## config.mk

```make
export PLATFORM = sky130hd
export DESIGN_NAME = div_unit
export DESIGN_NICKNAME = d
export VERILOG_FILES = /design/src/rtl/div_unit.sv
export SDC_FILE = /design/constraint.sdc
export NUM_CORES = 1
export LEC_CHECK = 0
export ABC_AREA = 1
export CELL_PAD_IN_SITES_DETAIL_PLACEMENT = 0
export CELL_PAD_IN_SITES_GLOBAL_PLACEMENT = 1
export CORE_MARGIN = 2
export CORE_UTILIZATION = 40
export CTS_BUF_LIST = sky130_fd_sc_hd__clkbuf_8
export DETAILED_ROUTE_END_ITERATION = 7
export DONT_BUFFER_PORTS = 1
export GPL_TIMING_DRIVEN = 0
export PLACE_DENSITY_LB_ADDON = 0.1
export SYNTH_ARGS = -nofsm -noshare
export SYNTH_HDL_FRONTEND = slang
export SYNTH_SLANG_ARGS = --single-unit
```

## constraint.sdc

```tcl
create_clock -name clk -period 4 [get_ports clk]
set_clock_uncertainty 0.1 [all_clocks]
set_input_delay 0.2 -clock clk [delete_from_list [all_inputs] [get_ports clk]]
set_output_delay 0.2 -clock clk [all_outputs]
set_load 0.005 [all_outputs]
```

## src/rtl/div_unit.sv

```systemverilog
// div_unit: 32-bit multi-cycle restoring divider (signed/unsigned); define DIV_ZERO_FASTPATH_EN for a 2-cycle divide-by-zero path
module div_unit (
  input  logic        clk,
  input  logic        rst,
  input  logic        signed_div,
  input  logic [31:0] opdata1,
  input  logic [31:0] opdata2,
  input  logic        start,
  input  logic        annul,
  output logic [63:0] result,
  output logic        ready
);
`ifdef DIV_ZERO_FASTPATH_EN
  typedef enum logic [1:0] {FREE, BYZERO, ON, END} state_t;
`else
  typedef enum logic [1:0] {FREE, ON, END} state_t;
`endif
  state_t      state_q;
  logic [4:0]  cnt_q;
  logic [31:0] rem_q, quo_q, dvs_q, rem_d, quo_d, rem_f, quo_f, op1_mag, op2_mag;
  logic [32:0] diff;
  logic        neg_q_q, neg_r_q, ready_q;
  logic [63:0] result_q;
  assign result = result_q;
  assign ready  = ready_q;
  // one restoring step: shift the next dividend bit into the remainder, trial-subtract, keep on no borrow
  always_comb begin
    op1_mag = (signed_div && opdata1[31]) ? -opdata1 : opdata1;
    op2_mag = (signed_div && opdata2[31]) ? -opdata2 : opdata2;
    diff    = {rem_q, quo_q[31]} - {1'b0, dvs_q};
    rem_d   = diff[32] ? {rem_q[30:0], quo_q[31]} : diff[31:0];
    quo_d   = {quo_q[30:0], ~diff[32]};
    rem_f   = neg_r_q ? -rem_d : rem_d;
    quo_f   = neg_q_q ? -quo_d : quo_d;
  end
  // control FSM with the iteration registers and registered outputs
  always_ff @(posedge clk) begin
    if (rst) begin
      state_q  <= FREE;
      cnt_q    <= '0;
      rem_q    <= '0;
      quo_q    <= '0;
      dvs_q    <= '0;
      neg_q_q  <= 1'b0;
      neg_r_q  <= 1'b0;
      ready_q  <= 1'b0;
      result_q <= '0;
    end else begin
      case (state_q)
        FREE: if (start && !annul) begin
          quo_q   <= op1_mag;
          dvs_q   <= op2_mag;
          rem_q   <= '0;
          cnt_q   <= '0;
          neg_q_q <= signed_div && (opdata1[31] ^ opdata2[31]);
          neg_r_q <= signed_div && opdata1[31];
`ifdef DIV_ZERO_FASTPATH_EN
          state_q <= (opdata2 == 32'd0) ? BYZERO : ON;
`else
          state_q <= ON;
`endif
        end
`ifdef DIV_ZERO_FASTPATH_EN
        BYZERO: if (annul) state_q <= FREE;
        else begin
          state_q  <= END;
          ready_q  <= 1'b1;
          result_q <= '0;
        end
`endif
        ON: if (annul) state_q <= FREE;
        else begin
          rem_q <= rem_d;
          quo_q <= quo_d;
          cnt_q <= cnt_q + 5'd1;
          if (cnt_q == 5'd31) begin
            state_q  <= END;
            ready_q  <= 1'b1;
            result_q <= {rem_f, quo_f};
          end
        end
        default: if (!start) begin
          state_q <= FREE;
          ready_q <= 1'b0;
        end
      endcase
    end
  end
endmodule

```

# Yosys cells after proc, flatten, opt, wreduce, memory -nomap -nowiden
# Index checks and enable logic that the tools add are counted.
[word_totals] regBits=170 latchBits=0 ramBits=0 rom_bits=0 inputBits=69 output_inout_bits=65 wordCells=62 memories=0
[op_classes] addsub=6 n_mul=0 div_mod_pow=0 n_lt_le_gt_ge=0 eq_ne=8 shifts=0 mux=23 bitwise_logic=4 n_reduce_logical=12
[ops] cell="32-bit 2-to-1 mux" count=9
[ops] cell="32-bit negator" count=4
[ops] cell="32-bit case mux with 2 select lines" count=2
[ops] cell="33-bit by 32-bit subtractor with 33-bit output" count=1
[ops] cell="5-bit 2-to-1 mux" count=2
[ops] cell="5-bit case mux with 2 select lines" count=1
[ops] cell="3-bit AND reduction" count=3
[ops] cell="2-bit 2-to-1 mux" count=4
[ops] cell="2-bit != test (second input constant)" count=3
[ops] cell="5-bit by 1-bit adder with 5-bit output (second input constant)" count=1
[ops] cell="5-bit == test (second input constant)" count=1
[ops] cell="1-bit logical AND" count=4
[ops] cell="2-bit case mux with 2 select lines" count=1
[ops] cell="4-bit AND reduction" count=1
[ops] cell="1-bit 2-to-1 mux" count=3
[ops] cell="3-bit by 1-bit != test with 1-bit output (second input constant)" count=1
[ops] cell="3-bit != test (second input constant)" count=1
[ops] cell="1-bit inverter" count=3
[ops] cell="2-bit by 1-bit == test with 1-bit output (second input constant)" count=1
[ops] cell="2-bit zero test" count=1
[ops] cell="2-bit by 1-bit != test with 1-bit output (second input constant)" count=1
[ops] cell="1-bit case mux with 2 select lines" count=1
[ops] cell="2-bit AND reduction" count=1
[ops] cell="2-bit nonzero test" count=1
[ops] cell="other kinds (2)" count=2

# Longest topological paths before layout
# Gate-level depths: netlist of the first run.
[depth] word_depth=4 depth_mapped=29 mapped_depth_nobuf=28

# Worst setup path after synthesis of the first run
# No wires, ideal clock.
[synth_timing] kind="register to register" start="register quo_q[31]" end="register result_q[30] (netlist: result[30])" setup_ns=0.117 t_arrival_ns=3.729 required_ns=3.783 path_slack_ns=0.053 stages_incl_launch_ff=30 path_buffers=1 period_less_slack_ns=3.947 cell_sequence="dfxtp_1 -> inv_1 -> ha_1 -> fa_1 -> inv_1 -> nand2_1 -> nand2_1 -> nand3_1 -> nand2_2 -> nand2_2 -> nand2_4 -> nand2_4 -> nand2_4 -> nand2_2 -> nand2_4 -> buf_4 -> ha_1 -> nand2_1 -> nor3_1 -> nand2_1 -> nor3_1 -> nand4_1 -> o21ai_0 -> inv_1 -> a21oi_1 -> o21ai_0 -> nand2_1 -> nand2_1 -> o221ai_1 -> inv_1"
[synth_between] elab_chain_len=4
[synth_rtl] item="start: declaration" line="20" source="logic [31:0] rem_q, quo_q, dvs_q, rem_d, quo_d, rem_f, quo_f, op1_mag, op2_mag;"
[synth_rtl] item="start signal: assignment" line="51" source="quo_q <= op1_mag;"
[synth_rtl] item="start signal: assignment" line="74" source="quo_q <= quo_d;"
[synth_rtl] item="33-bit by 32-bit subtractor with 33-bit output" line="30" source="diff = {rem_q, quo_q[31]} - {1'b0, dvs_q};"
[synth_rtl] item="1-bit inverter" line="32" source="quo_d = {quo_q[30:0], ~diff[32]};"
[synth_rtl] item="32-bit negator" line="34" source="quo_f = neg_q_q ? -quo_d : quo_d;"
[synth_rtl] item="32-bit 2-to-1 mux" line="34"
[synth_rtl] item="end signal: assignment" line="79" source="result_q <= {rem_f, quo_f};"
[synth_rtl] item="end: declaration" line="23" source="logic [63:0] result_q;"
# No other way between the ends.
# A chain may end at the register's enable or synchronous reset.

# Worst setup path in the final report of the first run
[layout_timing] start="register dvs_q[26]" end="register result_q[30] (netlist: result[30])"
[layout_between] elab_chain_len=4
[layout_rtl] item="start: declaration" line="20"
[layout_rtl] item="start signal: assignment" line="52" source="dvs_q <= op2_mag;"
[layout_rtl] item="33-bit by 32-bit subtractor with 33-bit output" line="30"
[layout_rtl] item="1-bit inverter" line="32"
[layout_rtl] item="32-bit negator" line="34"
[layout_rtl] item="32-bit 2-to-1 mux" line="34"
# No other way between the ends.

==> flow_summary.yaml, run 1 <==
min_path:
  hp-start: "opdata2[8]"
  holdCritPathClass: "primary input to flop"
  worstHoldEndpoint: "dvs_q[9]$_SDFFE_PP0P_"
  holdPathStages: 4
timing:
  setup_viol_count_final: 0
  period_share_pct: 94.6
  hold_violations: 0
  slew_viol_final: 0
  tightest_slew_ns: 1.05
  fmax_ghz: 0.264
  fin_crit_ns: 3.78
  finalSetupTns_ns: 0
  setup_ws_ns: 0.215
  holdWs_ns: 0.0102
  relSlewSlack_pct: 29.9
critical_path:
  rr_worst_depth: 25
  crit_arrival_ns: 4.06
  cpMostUsedCell: "nand2_1"
  start_kind: "flop"
  worstReg2RegEnd: "result[30]$_SDFFE_PP0P_"
  cp_max_fo: 4
  worstSetupEndpointType: "flop"
  crit_start: "dvs_q[26]$_SDFFE_PP0P_"
  slowest_stage: "ha_1"
  crit_type: "flop to flop"
  critPathRequiredTime_ns: 4.27
  critPathBufInv: 4
  cp_top_family: "simple AND/OR/NAND/NOR gates"
  max_stage_delay_ns: 0.32
  reg2reg_slack_ns: 0.22
  worst_r2r_startpoint: "dvs_q[26]$_SDFFE_PP0P_"
cts:
  ctsRootBufferMaster: "clkbuf_8"
  clk_pin_slew_ns: 0.10
  cts_buffer_depth: 2
  tritoncts: "done"
  cts.htree.levels: 4
  cts-buffers-inserted: 17
  clock_latency_ns: 0.48
  cts.sinks: 170
final_layout:
  drive_gt1_share_pct: 7.93
  multi_input_area_um2: 7900
  fin_area_um2: 14500
  final_nets: 2290
  layoutNonFillerInstCount: 2597
  nFillCells: 3444
  num_antenna_cells: 0
  regArea_um2: 3410
  area_delta_synth_final_pct: 14.6
  final_util_pct: 46.3
synthesis:
  syn_avg_cell_area_um2: 6.07
  ys_seq_elements: 170
  seq_area_frac_synth_pct: 26.9
  synth_top_area_share_pct: 26.9
  synth_top_area_cell: "dfxtp_1"
  post-synth-top-count-cell: "nand2_1"
  synth.area.top_cells: "dfxtp_1 27%, nand2_1 16%, inv_1 9.1%, a21oi_1 6.6%, nor2_1 6.6%"
  yosys-top-cells-count: "541 x nand2_1, 305 x inv_1, 221 x nor2_1, 170 x dfxtp_1, 168 x a21oi_1"
  synthDistinctLibCells: 53
  ys.flop_type: "dfxtp_1"
  synth_enable_flop_cells: 0
  yosysWarningCount: 0
  synthCells: 2083
  syn_nets: 2191
  synth_area_um2: 12600
  synthArstFlopShare_pct: 0
placed_design:
  dpl_cell_area_um2: 13200
  hpwl_mm: 37.6
  preCtsSetupSlack_ns: -0.959
  place.gp.congestion: 0.918
  post-place-cells: 2485
  port_buffers: 0
power_and_ir_drop:
  worst_ir_drop_vdd_mv: 0.207
  power.leakage_nw: 7.10
  power_mw: 4.44
  power_density_nw_per_um2: 307
die:
  ios: 134
  start_util_pct: 40.4
  dieArea_um2: 33100
  placementRows: 65
  coreArea_um2: 31300
  fp.dieW_um: 182
  die_y_um: 182
flow_run:
  drv_cap: 0
global_route:
  grt_pass1_vias: 12862
  antenna_found_initial: 0
  grt_max_degree: 18
  grt_remaining_overflow: 0
  track_usage_pct: 27.9
  grt_pass1_wl_mm: 71.1
detailed_routing:
  antenna_left: 0
  drt_iter0_drc: 955
  drt-total-wl_mm: 46.3
  vias_per_cell: 5.18
  dr_total_vias: 13456
  wire_per_inst_um: 17.8
  drt_first_pass_iters: 5
  drc: 0
outcome:
  status: "completed"
[report_power, final]
| part | leakage, nW | total, mW | switching (mW) | internal, mW |
|---|---|---|---|---|
| combinational | 5.52 | 1.33 | 0.888 | 0.438 |
| sequential | 1.39 | 1.85 | 0.0848 | 1.77 |
| clock | 0.200 | 1.26 | 0.728 | 0.536 |
| total | 7.10 | 4.44 | 1.70 | 2.74 |
[state kept, by name, summed over array words and instances (netlist names)]
name,flops
ready,1
neg_q_q,1
result,64
cnt_q,5
neg_r_q,1
state_q,2
dvs_q,32
quo_q,32
rem_q,32
[how the worst max path moves through the flow]
stage	end	slack (ns)	depth (start not counted)
after global routing	result[50]$_SDFFE_PP0P_	-0.03	23
after detailed placement	result[26]$_SDFFE_PP0P_	-0.96	27
after CTS	result[30]$_SDFFE_PP0P_	0.0008	28
final	result[30]$_SDFFE_PP0P_	0.22	25
after floorplan	result[30]$_SDFFE_PP0P_	0.05	29
after global placement	result[26]$_SDFFE_PP0P_	-0.96	27
[layout by cell type (no fill, tap or decap), types with 12 or more instances in the layout]
cell,netlist,routed
nand2_1,541,535
inv_1,305,295
nor2_1,221,221
dfxtp_1,170,167
a21oi_1,168,166
o21ai_0,163,161
nand3_1,86,85
dlygate4sd3_1,0,68
clkbuf_1,58,58
xor2_1,56,55
nand2_2,43,48
nor3_1,36,34
ha_1,38,27
nand4_1,22,22
xnor2_1,22,22
clkbuf_8,0,18
o221ai_1,17,17
buf_4,2,14
inv_2,3,13
o211ai_1,12,12
[worst min-delay path: stages]
cell and delay (ns):
nor3_1 0.05, nor3_1 0.13, o221ai_1 0.14, inv_1 0.05
[cells by family after synthesis]
logic type	count (synthesis)	share of synthesized area, %
AOI/OAI and AO/OA	409	17.8
adders and majority gates	39	3.92
DFF	170	26.9
buffers and inverters	387	11.9
and+or+nand+nor	1000	34.0
xor gates and xnor gates	78	5.40
[repair_timing]
| action | in CTS | in global routing |
|---|---|---|
| endpoints found under the hold margin | 66 | 0 |
| hold buffers | 68 | 0 |
| cloned | 0 | 0 |
| endpoints found under the setup margin | 10 | 18 |
| pin swaps | 6 | 19 |
| gates resized for setup | 13 | 36 |
| buffers inserted | 4 | 9 |
[area by class of cell]
| cell class | count | share of cell area, % |
|---|---|---|
| Clock buffer | 18 | 1.71 |
| Clock inverter | 14 | 1.05 |
| Sequential cell | 170 | 23.5 |
| Timing Repair Buffer | 81 | 5.37 |
| Multi-Input combinational cell | 1526 | 54.5 |
| Buffer | 75 | 2.28 |
| Tap cell | 402 | 3.47 |
| Inverter | 311 | 8.06 |
[routing by layer]
layer / wire length [µm] / part of all wire (%) / GRT usage [%]
met3: 2560 / 5.5 / 4.79
met1: 21200 / 46 / 36.1
met4: 1120 / 2.4 / 7.90
met5: 0 / 0 / 0
met2: 21400 / 46 / 47.7
Note: power is estimated with default switching activity, not from simulation.
==> run 2, diff against run 1 <==
- ABC_AREA: 1 -> default
- PLACE_DENSITY: default -> 0.73
- PLACE_DENSITY_LB_ADDON: 0.1 -> default
==> flow_summary.yaml, run 2 <==
synthesis:
  synthCells: 1565
  yosysWarningCount: 0
  synthDistinctLibCells: 85
  ys_seq_elements: 170
  synth_area_um2: 11800
  synthArstFlopShare_pct: 0
  post-synth-top-count-cell: "nor2_1"
  syn_avg_cell_area_um2: 7.52
  synth_enable_flop_cells: 0
  ys.flop_type: "dfxtp_1"
  seq_area_frac_synth_pct: 28.9
  syn_nets: 1673
  synth_top_area_cell: "dfxtp_1"
  yosys-top-cells-count: "216 x nor2_1, 170 x dfxtp_1, 148 x nand2_1, 147 x a21oi_1, 98 x o21ai_0"
  synth_top_area_share_pct: 28.9
  synth.area.top_cells: "dfxtp_1 29%, nor2_1 6.9%, a21oi_1 6.3%, xor2_1 4.9%, nand2_1 4.7%"
die:
  coreArea_um2: 28900
  ios: 134
  placementRows: 62
  start_util_pct: 40.8
  fp.dieW_um: 176
  dieArea_um2: 30800
  die_y_um: 176
final_layout:
  layoutNonFillerInstCount: 2079
  mostFrequentLayoutCells: "212 x nor2_1, 163 x dfxtp_1, 144 x nand2_1"
  largest_reg_flops: 64
  area_delta_synth_final_pct: 20.9
  drive_gt1_share_pct: 13.3
  final_nets: 1790
  final_util_pct: 49.3
  num_antenna_cells: 0
  multi_input_area_um2: 8320
  fin_area_um2: 14200
  nFillCells: 2922
  regArea_um2: 3420
  final_common_cell: "nor2_1"
power_and_ir_drop:
  sw_frac_of_total_pct: 34.4
  power.leakage_nw: 5.10
  power_density_nw_per_um2: 307
  share_comb_of_total_power_pct: 27.3
  power_mw: 4.37
  power.switching_mw: 1.50
  worst_ir_drop_vdd_mv: 0.209
  pwr-share-seq_pct: 41.2
  p_int_mw: 2.86
  p_clk_share_pct: 31.5
timing:
  relSlewSlack_pct: 25.8
  period_share_pct: 116
  grt_setup_unrepaired: "yes"
  setup_ws_ns: -0.629
  finalSetupTns_ns: -9.81
  fin_crit_ns: 4.63
  slew_viol_final: 0
  hold_violations: 1
  holdWs_ns: -0.000588
  tightest_slew_ns: 1.11
  setup_viol_count_final: 24
  fmax_ghz: 0.216
min_path:
  holdCritPathClass: "primary input to flop"
  hp-start: "opdata2[14]"
  holdPathStages: 3
  worstHoldEndpoint: "dvs_q[15]$_SDFFE_PP0P_"
critical_path:
  crit_start: "quo_q[31]$_SDFFE_PP0P_"
  slowest_stage: "or4_4"
  worst_r2r_startpoint: "quo_q[31]$_SDFFE_PP0P_"
  path_cells: "inv_4 -> ha_4 -> fa_2 -> nand2b_4 -> a211oi_4 -> o2111ai_4 -> a21oi_4 -> a21o_1 -> buf_6 -> nor2_4 -> inv_4 -> buf_12 -> ha_4 -> nand2_4 -> or3_4 -> or3_4 -> or4_4 -> buf_6 -> o21ai_4 -> a21oi_1 -> o21ai_0 -> a21oi_1"
  cp_top_family: "compound AO/OA/AOI/OAI gates"
  crit_arrival_ns: 4.87
  critPathBufInv: 5
  rr_worst_depth: 22
  start_kind: "flop"
  cp_max_fo: 4
  max_stage_delay_ns: 0.49
  reg2reg_slack_ns: -0.63
  critPathRequiredTime_ns: 4.24
  worstReg2RegEnd: "result[24]$_SDFFE_PP0P_"
  worstSetupEndpointType: "flop"
  crit_type: "flop to flop"
cts:
  clock_latency_ns: 0.49
  cts.sinks: 170
  tritoncts: "done"
  cts-buffers-inserted: 17
  cts_buffer_depth: 2
  clk_pin_slew_ns: 0.10
  cts.htree.levels: 4
  ctsRootBufferMaster: "clkbuf_8"
detailed_routing:
  drt_iter0_drc: 1035
  drc: 0
  drt-total-wl_mm: 45.2
  wire_per_inst_um: 21.7
  drt_first_pass_iters: 5
  dr_total_vias: 12378
  antenna_left: 0
  vias_per_cell: 5.95
global_route:
  grt_max_degree: 17
  grt_remaining_overflow: 0
  antenna_found_initial: 1
  track_usage_pct: 29.1
  grt_pass1_vias: 11799
  grt_pass1_wl_mm: 69.0
placed_design:
  dpl_cell_area_um2: 12400
  hpwl_mm: 34.5
  place.gp.congestion: 0.912
  post-place-cells: 1949
  port_buffers: 0
outcome:
  violations: "hold timing, setup timing"
  status: "complete, but fails checks"
flow_run:
  drv_cap: 0
## run 2: layout make-up
type,count,share of cell area [%]
Sequential cell,170,24.0
Multi-Input combinational cell,1248,58.4
Buffer,95,3.40
Inverter,51,1.40
Clock buffer,18,1.74
Clock inverter,14,1.28
Tap cell,384,3.38
Timing Repair Buffer,99,6.34
## run 2: worst max-delay path by stage
stage                               to  slack (ns)  depth (start not counted)
6_report       result[24]$_SDFFE_PP0P_       -0.63                         22
3_5_place_dp   result[18]$_SDFFE_PP0P_       -1.42                         23
2_1_floorplan  result[30]$_SDFFE_PP0P_       -0.67                         22
5_1_grt        result[26]$_SDFFE_PP0P_       -0.73                         21
4_1_cts        result[26]$_SDFFE_PP0P_       -0.61                         22
3_3_place_gp   result[50]$_SDFFE_PP0P_       -1.39                         23
## run 2: cell families (layout without fill, tap and decap cells)
kind of cell,after synthesis,in the layout,synth area share (%)
AOI/OAI and AO/OA,484,484,27.2
and+or+nand+nor,577,577,23.0
DFF,170,170,28.9
adders and majority gates,39,39,4.21
muxes,27,27,2.37
buffers and inverters,147,277,5.28
xor gates and xnor gates,121,121,9.00
## run 2: power by group through the flow
stage / clock network (mW) / registers [mW] / logic, mW
6_report: 1.37 / 1.80 / 1.19
5_1_grt: 1.45 / 1.81 / 1.29
4_1_cts: 1.38 / 1.80 / 1.09
3_5_place_dp: 0 / 1.84 / 0.961
3_3_place_gp: 0 / 1.83 / 0.956
2_1_floorplan: 0 / 1.81 / 0.713
## run 2: per-stage QoR
| step | setup WS, ns | hold WS, ns |
|---|---|---|
| 2_1_floorplan | -0.670 | 0.236 |
| 3_3_place_gp | -1.39 | 0.243 |
| 3_5_place_dp | -1.42 | 0.245 |
| 4_1_cts | -0.608 | 0.00176 |
| 5_1_grt | -0.730 | 0.0219 |
| 6_report | -0.629 | -0.000588 |
## run 2: repair_timing
item                       in CTS  in global routing
hold endpoints to repair       51                  0
gates resized for setup        55                 60
pin swaps                      29                 32
hold buffers                   56                  0
setup endpoints to repair      41                 42
cloned                          0                  0
setup buffers                  30                 14
## run 2: worst register-to-register path, stage by stage, from the launching register on
cell	delay (ns)
dfxtp_4	0.37
inv_4	0.04
ha_4	0.15
fa_2	0.33
nand2b_4	0.16
a211oi_4	0.32
o2111ai_4	0.24
a21oi_4	0.18
a21o_1	0.14
buf_6	0.12
nor2_4	0.04
inv_4	0.08
buf_12	0.12
ha_4	0.14
nand2_4	0.05
or3_4	0.34
or3_4	0.34
or4_4	0.49
buf_6	0.15
o21ai_4	0.18
a21oi_1	0.09
o21ai_0	0.23
a21oi_1	0.10
## run 2: routing by layer
| layer | vias to the layer above | track usage (%) | routed length, µm |
|---|---|---|---|
| li1 | 5872 | - | - |
| met1 | 5924 | 40.8 | 20500 |
| met2 | 508 | 45.0 | 19800 |
| met3 | 74 | 5.32 | 3600 |
| met4 | 0 | 9.33 | 1260 |
| met5 | - | 0 | 0 |
